$ cat src/rtl/hazard_controller_if.sv
`default_nettype none
// ============================================================================
// Module      : hazard_controller_if
// Description : ID-stage operand/issue information plus redirect and memory
//               wait inputs, and the stall/bubble/flush controls returned to
//               the fetch and decode stages.
// Revision    : 1.0 - initial release
// ============================================================================
interface hazard_controller_if;
    logic        id_valid;
    logic [4:0]  id_rs1_addr;
    logic        id_rs1_used;
    logic [4:0]  id_rs2_addr;
    logic        id_rs2_used;
    logic [4:0]  id_rd_addr;
    logic        id_wr_en;
    logic        id_is_load;
    logic        ex_redirect;
    logic        ext_stall;
    logic        stall_if;
    logic        stall_id;
    logic        bubble_id;
    logic        flush_if;
    logic [31:0] stall_count;

    // Pipeline side: supplies instruction info, consumes the controls
    modport master (
        output id_valid, id_rs1_addr, id_rs1_used, id_rs2_addr, id_rs2_used,
               id_rd_addr, id_wr_en, id_is_load, ex_redirect, ext_stall,
        input  stall_if, stall_id, bubble_id, flush_if, stall_count
    );

    // Controller side
    modport slave (
        input  id_valid, id_rs1_addr, id_rs1_used, id_rs2_addr, id_rs2_used,
               id_rd_addr, id_wr_en, id_is_load, ex_redirect, ext_stall,
        output stall_if, stall_id, bubble_id, flush_if, stall_count
    );
endinterface
`default_nettype wire

$ cat src/rtl/hazard_controller.sv
`default_nettype none
// ============================================================================
// Module      : hazard_controller
// Description : ID/EX sequencing controller. Tracks in-flight register writes
//               with per-register ready timers, stalls load-use hazards,
//               inserts redirect bubbles and freezes on external memory waits.
// Revision    : 1.0 - initial release
// ============================================================================
module hazard_controller #(
    parameter int LOAD_LAT     = 1,
    parameter int ALU_LAT      = 0,
    parameter int FLUSH_CYCLES = 1
) (
    input  wire logic           clk,
    input  wire logic           rst,
    hazard_controller_if.slave  bus
);
    localparam int c_MAX_LAT = (LOAD_LAT > ALU_LAT) ? LOAD_LAT : ALU_LAT;
    // A zero-latency configuration would give a zero-width timer; keep one bit
    localparam int c_TW      = (c_MAX_LAT > 0) ? $clog2(c_MAX_LAT + 1) : 1;
    localparam int c_FW      = $clog2(FLUSH_CYCLES + 1);

    localparam logic [c_TW-1:0] c_LOAD_T      = c_TW'(LOAD_LAT);
    localparam logic [c_TW-1:0] c_ALU_T       = c_TW'(ALU_LAT);
    localparam logic [c_FW-1:0] c_FLUSH_RLD   = c_FW'(FLUSH_CYCLES - 1);
    localparam logic [31:0]     c_COUNT_MAX   = 32'hFFFF_FFFF;

    typedef enum logic [0:0] {
        ST_RUN   = 1'b0,
        ST_FLUSH = 1'b1
    } state_t;

    state_t            r_state;
    state_t            w_state_nxt;
    logic [c_FW-1:0]   r_flush_cnt;
    logic [c_FW-1:0]   w_flush_cnt_nxt;
    logic [c_TW-1:0]   r_timer [32];
    logic [31:0]       r_stall_count;

    logic              w_stall_if;
    logic              w_stall_id;
    logic              w_bubble_id;
    logic              w_flush_if;
    logic              w_hazard;
    logic              w_issue;
    logic [c_TW-1:0]   w_issue_lat;

    // Load-use hazard: a used, non-x0 source still has a pending ready timer
    always_comb begin
        w_hazard = bus.id_valid &
                   ((bus.id_rs1_used & (bus.id_rs1_addr != 5'd0) &
                     (r_timer[bus.id_rs1_addr] != '0)) |
                    (bus.id_rs2_used & (bus.id_rs2_addr != 5'd0) &
                     (r_timer[bus.id_rs2_addr] != '0)));
    end

    // Control outputs and FSM next state, by priority: ext_stall > redirect/flush > hazard
    always_comb begin
        w_stall_if      = 1'b0;
        w_stall_id      = 1'b0;
        w_bubble_id     = 1'b0;
        w_flush_if      = 1'b0;
        w_state_nxt     = r_state;
        w_flush_cnt_nxt = r_flush_cnt;
        if (!rst) begin
            if (bus.ext_stall) begin
                w_stall_if = 1'b1;
                w_stall_id = 1'b1;
            end else if (bus.ex_redirect) begin
                w_flush_if  = 1'b1;
                w_bubble_id = 1'b1;
                if (FLUSH_CYCLES > 1) begin
                    w_state_nxt     = ST_FLUSH;
                    w_flush_cnt_nxt = c_FLUSH_RLD;
                end else begin
                    w_state_nxt     = ST_RUN;
                    w_flush_cnt_nxt = '0;
                end
            end else if (r_state == ST_FLUSH) begin
                w_bubble_id     = 1'b1;
                w_flush_cnt_nxt = r_flush_cnt - 1'b1;
                if (r_flush_cnt == c_FW'(1)) begin
                    w_state_nxt = ST_RUN;
                end
            end else if (w_hazard) begin
                w_stall_if  = 1'b1;
                w_stall_id  = 1'b1;
                w_bubble_id = 1'b1;
            end
        end
    end

    // An instruction leaves ID into EX only when nothing holds or kills it
    always_comb begin
        w_issue     = bus.id_valid & ~w_stall_id & ~w_bubble_id & ~bus.ext_stall &
                      bus.id_wr_en & (bus.id_rd_addr != 5'd0);
        w_issue_lat = bus.id_is_load ? c_LOAD_T : c_ALU_T;
    end

    // FSM state and flush bubble counter; frozen during memory waits
    always_ff @(posedge clk) begin
        if (rst) begin
            r_state     <= ST_RUN;
            r_flush_cnt <= '0;
        end else if (!bus.ext_stall) begin
            r_state     <= w_state_nxt;
            r_flush_cnt <= w_flush_cnt_nxt;
        end
    end

    // Ready-timer scoreboard: issue loads the latency, otherwise count down
    always_ff @(posedge clk) begin
        if (rst) begin
            for (int i = 0; i < 32; i++) begin
                r_timer[i] <= '0;
            end
        end else if (!bus.ext_stall) begin
            r_timer[0] <= '0;
            for (int i = 1; i < 32; i++) begin
                if (w_issue && (bus.id_rd_addr == 5'(i))) begin
                    r_timer[i] <= w_issue_lat;
                end else if (r_timer[i] != '0) begin
                    r_timer[i] <= r_timer[i] - 1'b1;
                end
            end
        end
    end

    // Saturating count of bubble cycles (hazard stalls and flush bubbles)
    always_ff @(posedge clk) begin
        if (rst) begin
            r_stall_count <= '0;
        end else if (w_bubble_id && !bus.ext_stall && (r_stall_count != c_COUNT_MAX)) begin
            r_stall_count <= r_stall_count + 32'd1;
        end
    end

    assign bus.stall_if    = w_stall_if;
    assign bus.stall_id    = w_stall_id;
    assign bus.bubble_id   = w_bubble_id;
    assign bus.flush_if    = w_flush_if;
    assign bus.stall_count = r_stall_count;

endmodule
`default_nettype wire

$ cat src/flat_wrapper.sv
// flat-port wrapper written by rule: the top's interface ports become plain ports
module hazard_controller_flat 
#(
    parameter int LOAD_LAT     = 1,
    parameter int ALU_LAT      = 0,
    parameter int FLUSH_CYCLES = 1
)
  (clk, rst, bus_id_valid, bus_id_rs1_addr, bus_id_rs1_used, bus_id_rs2_addr, bus_id_rs2_used, bus_id_rd_addr, bus_id_wr_en, bus_id_is_load, bus_ex_redirect, bus_ext_stall, bus_stall_if, bus_stall_id, bus_bubble_id, bus_flush_if, bus_stall_count);
  hazard_controller_if bus_i ();
  input  wire logic clk;
  input  wire logic rst;
  input wire logic [$bits(bus_i.id_valid)-1:0] bus_id_valid;
  input wire logic [$bits(bus_i.id_rs1_addr)-1:0] bus_id_rs1_addr;
  input wire logic [$bits(bus_i.id_rs1_used)-1:0] bus_id_rs1_used;
  input wire logic [$bits(bus_i.id_rs2_addr)-1:0] bus_id_rs2_addr;
  input wire logic [$bits(bus_i.id_rs2_used)-1:0] bus_id_rs2_used;
  input wire logic [$bits(bus_i.id_rd_addr)-1:0] bus_id_rd_addr;
  input wire logic [$bits(bus_i.id_wr_en)-1:0] bus_id_wr_en;
  input wire logic [$bits(bus_i.id_is_load)-1:0] bus_id_is_load;
  input wire logic [$bits(bus_i.ex_redirect)-1:0] bus_ex_redirect;
  input wire logic [$bits(bus_i.ext_stall)-1:0] bus_ext_stall;
  output wire logic [$bits(bus_i.stall_if)-1:0] bus_stall_if;
  output wire logic [$bits(bus_i.stall_id)-1:0] bus_stall_id;
  output wire logic [$bits(bus_i.bubble_id)-1:0] bus_bubble_id;
  output wire logic [$bits(bus_i.flush_if)-1:0] bus_flush_if;
  output wire logic [$bits(bus_i.stall_count)-1:0] bus_stall_count;
  assign bus_i.id_valid = bus_id_valid;
  assign bus_i.id_rs1_addr = bus_id_rs1_addr;
  assign bus_i.id_rs1_used = bus_id_rs1_used;
  assign bus_i.id_rs2_addr = bus_id_rs2_addr;
  assign bus_i.id_rs2_used = bus_id_rs2_used;
  assign bus_i.id_rd_addr = bus_id_rd_addr;
  assign bus_i.id_wr_en = bus_id_wr_en;
  assign bus_i.id_is_load = bus_id_is_load;
  assign bus_i.ex_redirect = bus_ex_redirect;
  assign bus_i.ext_stall = bus_ext_stall;
  assign bus_stall_if = bus_i.stall_if;
  assign bus_stall_id = bus_i.stall_id;
  assign bus_bubble_id = bus_i.bubble_id;
  assign bus_flush_if = bus_i.flush_if;
  assign bus_stall_count = bus_i.stall_count;
  hazard_controller #(.LOAD_LAT(LOAD_LAT), .ALU_LAT(ALU_LAT), .FLUSH_CYCLES(FLUSH_CYCLES)) u_core (.clk(clk), .rst(rst), .bus(bus_i));
endmodule
$ cat config.mk
export PLATFORM = sky130hd
export DESIGN_NAME = hazard_controller_flat
export DESIGN_NICKNAME = d
export VERILOG_FILES = /design/src/rtl/hazard_controller_if.sv /design/src/rtl/hazard_controller.sv /design/src/flat_wrapper.sv
export SDC_FILE = /design/constraint.sdc
export NUM_CORES = 1
export LEC_CHECK = 0
export BUFFER_PORTS_ARGS = -buffer_cell sky130_fd_sc_hd__buf_4
export CORE_ASPECT_RATIO = 0.6
export CORE_MARGIN = 1
export CORE_UTILIZATION = 31
export DETAILED_ROUTE_END_ITERATION = 8
export HOLD_SLACK_MARGIN = 0.06
export PLACE_DENSITY = 0.47
export SYNTH_ARGS = -nofsm -noshare
export SYNTH_HDL_FRONTEND = slang
export SYNTH_SLANG_ARGS = --single-unit
$ cat constraint.sdc
create_clock -name clk -period 4.3 [get_ports clk]
set_clock_uncertainty 0.15 [all_clocks]
set_input_delay 0.86 -clock clk [delete_from_list [all_inputs] [get_ports clk]]
set_output_delay 0.86 -clock clk [all_outputs]
set_load 0.02 [all_outputs]
==> run_results.csv <==
group,metric,value,unit
status,outcome,"finished clean",
sta,rsz0062_at_grt,"no",
power_and_ir_drop,max-vdd-ir-drop,0.1806,mV
final_layout,final_layout_size_suffix_gt1_frac,0.2019,
drt,antenna_left,0,
die,die_h,93.26,um
synth,ys_warn_count,0,
clocking,cts_tree,"done",
run,drv_cap,0,
critical_path,arrival,2.85,ns
global_routing,grt_pass1_wl,21440,um
hold_path,hold_class,"register to register",
drt,wirelength,13890,um
critical_path,worstPathRequired,3.29,ns
synth,synth_edf_count,31,
sta,slew_headroom,0.3429,
global_routing,grt_pass1_vias,3555,
power_and_ir_drop,power_density,318.7,mW/mm2
die,num_rows,32,
critical_path,path_class,"input pin to output pin",
synth,synthesis.area,0.004303,mm2
clocking,cts_buffer_depth,2,
critical_path,cp_slowest_stage_delay,0.52,ns
critical_path,critPathCaptureType,"output pin",
sta,max_freq,258.9,MHz
synth,synth_ff_type,"dfxtp_1",
synth,synth.avg_cell_area,8.746,um2
sta,setup_viol,0,
critical_path,path_buf_inv,3,
clocking,hold_buffers,0,
placed_design,placed_area,0.004788,mm2
critical_path,critPathMaxFanout,10,
drt,drt-initial-drc-count,403,
clocking,clkTransAtPathRegs,0.06,ns
sta,drv_slew,0,
synth,ys_seq_area_frac,0.3745,
final_layout,post-route-util,0.3859,
drt,drc_errors,0,
die,die-width,154.1,um
clocking,numCtsBuffers,9,
placed_design,place_inst,684,
placed_design,gp_congestion,0.7976,
drt,first_pass_iters,4,
critical_path,crit_chain,"buf_4 > mux4_2 > and3_1 > a311o_1 > o2111ai_1 > and3_1 > inv_4 > buf_4",
power_and_ir_drop,switching_share,0.2556,
die,core_region_area,0.01317,mm2
clocking,root_buffer,"clkbuf_16",
global_routing,grt_usage,0.1993,
sta,min_period,3.863,ns
clocking,cts.sinks,65,
final_layout,final_area,0.005084,mm2
synth,synth_seq_cells,65,
synth,yosys.cell_types.count,52,
clocking,cts-resized-gates,0,
power_and_ir_drop,p_int,1.206,mW
clocking,cts_setup_buffers,0,
die,start_util,0.3267,
critical_path,crit_path_start_kind,"input pin",
sta,period_share,0.8983,
drt,viasPerCell,5.759,
drt,wl_per_cell,19.84,um
die,ioPinCount,60,
global_routing,antenna_found_initial,1,
sta,tns,0,ns
clocking,clock_latency,0.33,ns
die,die-area,0.01437,mm2
power_and_ir_drop,combPwrFrac,0.125,
final_layout,diodes,0,
critical_path,crit_slowest_cell,"mux4_2",
power_and_ir_drop,power_frac_seq,0.426,
placed_design,dp_hpwl,9647,um
synth,synth_fp_nets,517,
final_layout,finalNonFillerCells,700,
global_routing,grt_max_degree,67,
drt,dr_total_vias,4031,
power_and_ir_drop,p_clk_frac,0.449,
synth,async_flop_share,0,
critical_path,cp_top_family,"compound AO/OA/AOI/OAI gates",
sta,max_slew.worst_pin.slew,0.9837,ns
global_routing,grt.overflow.total,0,
sta,hold_viol,0,
clocking,h-tree-depth,3,
final_layout,nets,550,
synth,synthCells,492,
power_and_ir_drop,power.total,1.620,mW
power_and_ir_drop,p_sw,0.4141,mW
placed_design,io_buffers,59,
power_and_ir_drop,leakagePower,1.743,nW
final_layout,synthToLayoutAreaGrowth,18.14,%
[worst reg2reg max path, stage by stage (launching register included)]
cell       delay (ns)
edfxtp_1         0.44
mux4_2           0.49
and3_1           0.19
a311o_1          0.35
o2111ai_1        0.22
and3_1           0.26
buf_4            0.44
nor4_1           0.17
mux2_4           0.32
[sequential cells by signal (all words and copies together), names as in the netlist]
signal	cells
u_core.bus.stall_count	32
u_core.r_state	1
u_core.r_flush_cnt	1
u_core.r_timer	31
[kinds of logic after synthesis]
logic type,Yosys count,synth area share
flops,65,0.3745
fa+ha+maj,1,0.002907
simple gates,206,0.2594
compound gates,141,0.2009
mux,23,0.09945
buf+inv,56,0.06281
[routing by layer]
layer | up-vias | global-route usage | share of wire
met3 | 12 | 0.04866 | 0.080
met1 | 1936 | 0.3310 | 0.54
met5 | - | 0 | 0
met4 | 0 | 0.04583 | 0.0082
met2 | 140 | 0.2409 | 0.37
li1 | 1943 | - | -
[cells in the final DEF, fill, tap and decap left out, types with 4 or more instances in the layout]
master      n
a21oi_1    44
and2_1      5
and3_1     10
buf_4      66
clkbuf_16  10
dfxtp_1    34
edfxtp_1   31
inv_1      11
mux2_4      4
mux4_2     14
nand2_1    29
nand3_1    27
nand4_1    23
nor2_1     44
nor2b_1    22
nor3_1      7
nor4_1      5
o21a_1      6
o21ai_0    30
o22ai_1    14
o31a_1      4
o31ai_1    24
or3_1      10
or4_1      13
[power by group through the flow]
stage,Combinational [mW],Sequential (mW),Clock [mW]
6_report,0.202,0.691,0.727
5_1_grt,0.220,0.693,0.772
4_1_cts,0.200,0.690,0.745
3_5_place_dp,0.199,0.703,0
3_3_place_gp,0.197,0.702,0
2_1_floorplan,0.142,0.693,0
[layout make-up]
class | count | area, um2
clock buffers | 14 | 285.3
fillers | 1320 | 8089
clock inverters | 2 | 10.01
flip-flops and latches | 65 | 1612
inverters | 12 | 47.55
well taps | 170 | 212.7
multi-input cells | 371 | 2421
repair buffers | 66 | 495.5
[metrics by stage]
stage                     hold slack (ns)  worst slack, ns
final                              0.3268           0.4371
after global placement             0.3099           0.4428
after floorplan                    0.3033           0.5979
after CTS                          0.3289           0.4372
after global routing               0.3523           0.3228
after detailed placement           0.3199           0.4473
[Yosys cell counts, types with 6 or more instances]
library cell,n,share of area
nor2_1,44,0.038
and3_1,10,0.015
or3_1,10,0.015
inv_1,11,0.0096
buf_1,6,0.0052
or4_1,13,0.023
nor2b_1,22,0.032
o21ai_0,30,0.035
nand2_1,29,0.025
buf_2,6,0.0070
o21a_1,6,0.010
a21oi_1,44,0.051
o31ai_1,24,0.042
o22ai_1,14,0.020
nand4_1,23,0.033
mux4_2,14,0.073
nor3_1,7,0.0081
edfxtp_1,31,0.22
nand3_1,27,0.031
dfxtp_1,34,0.16
clkbuf_1,24,0.021
[path summary, 6_finish.rpt]
kind                                          from                    endpoint  slack, ns  depth (start not counted)
worst min-delay path                u_core.r_state              u_core.r_state       0.33                          1
worst max register to register  u_core.r_timer[14]  u_core.bus.stall_count[13]       1.16                          8
worst min register to register      u_core.r_state              u_core.r_state       0.33                          1
worst max-delay path            bus_id_rs1_addr[0]               bus_bubble_id       0.44                          8
Note: power is estimated with default switching activity, not from simulation.
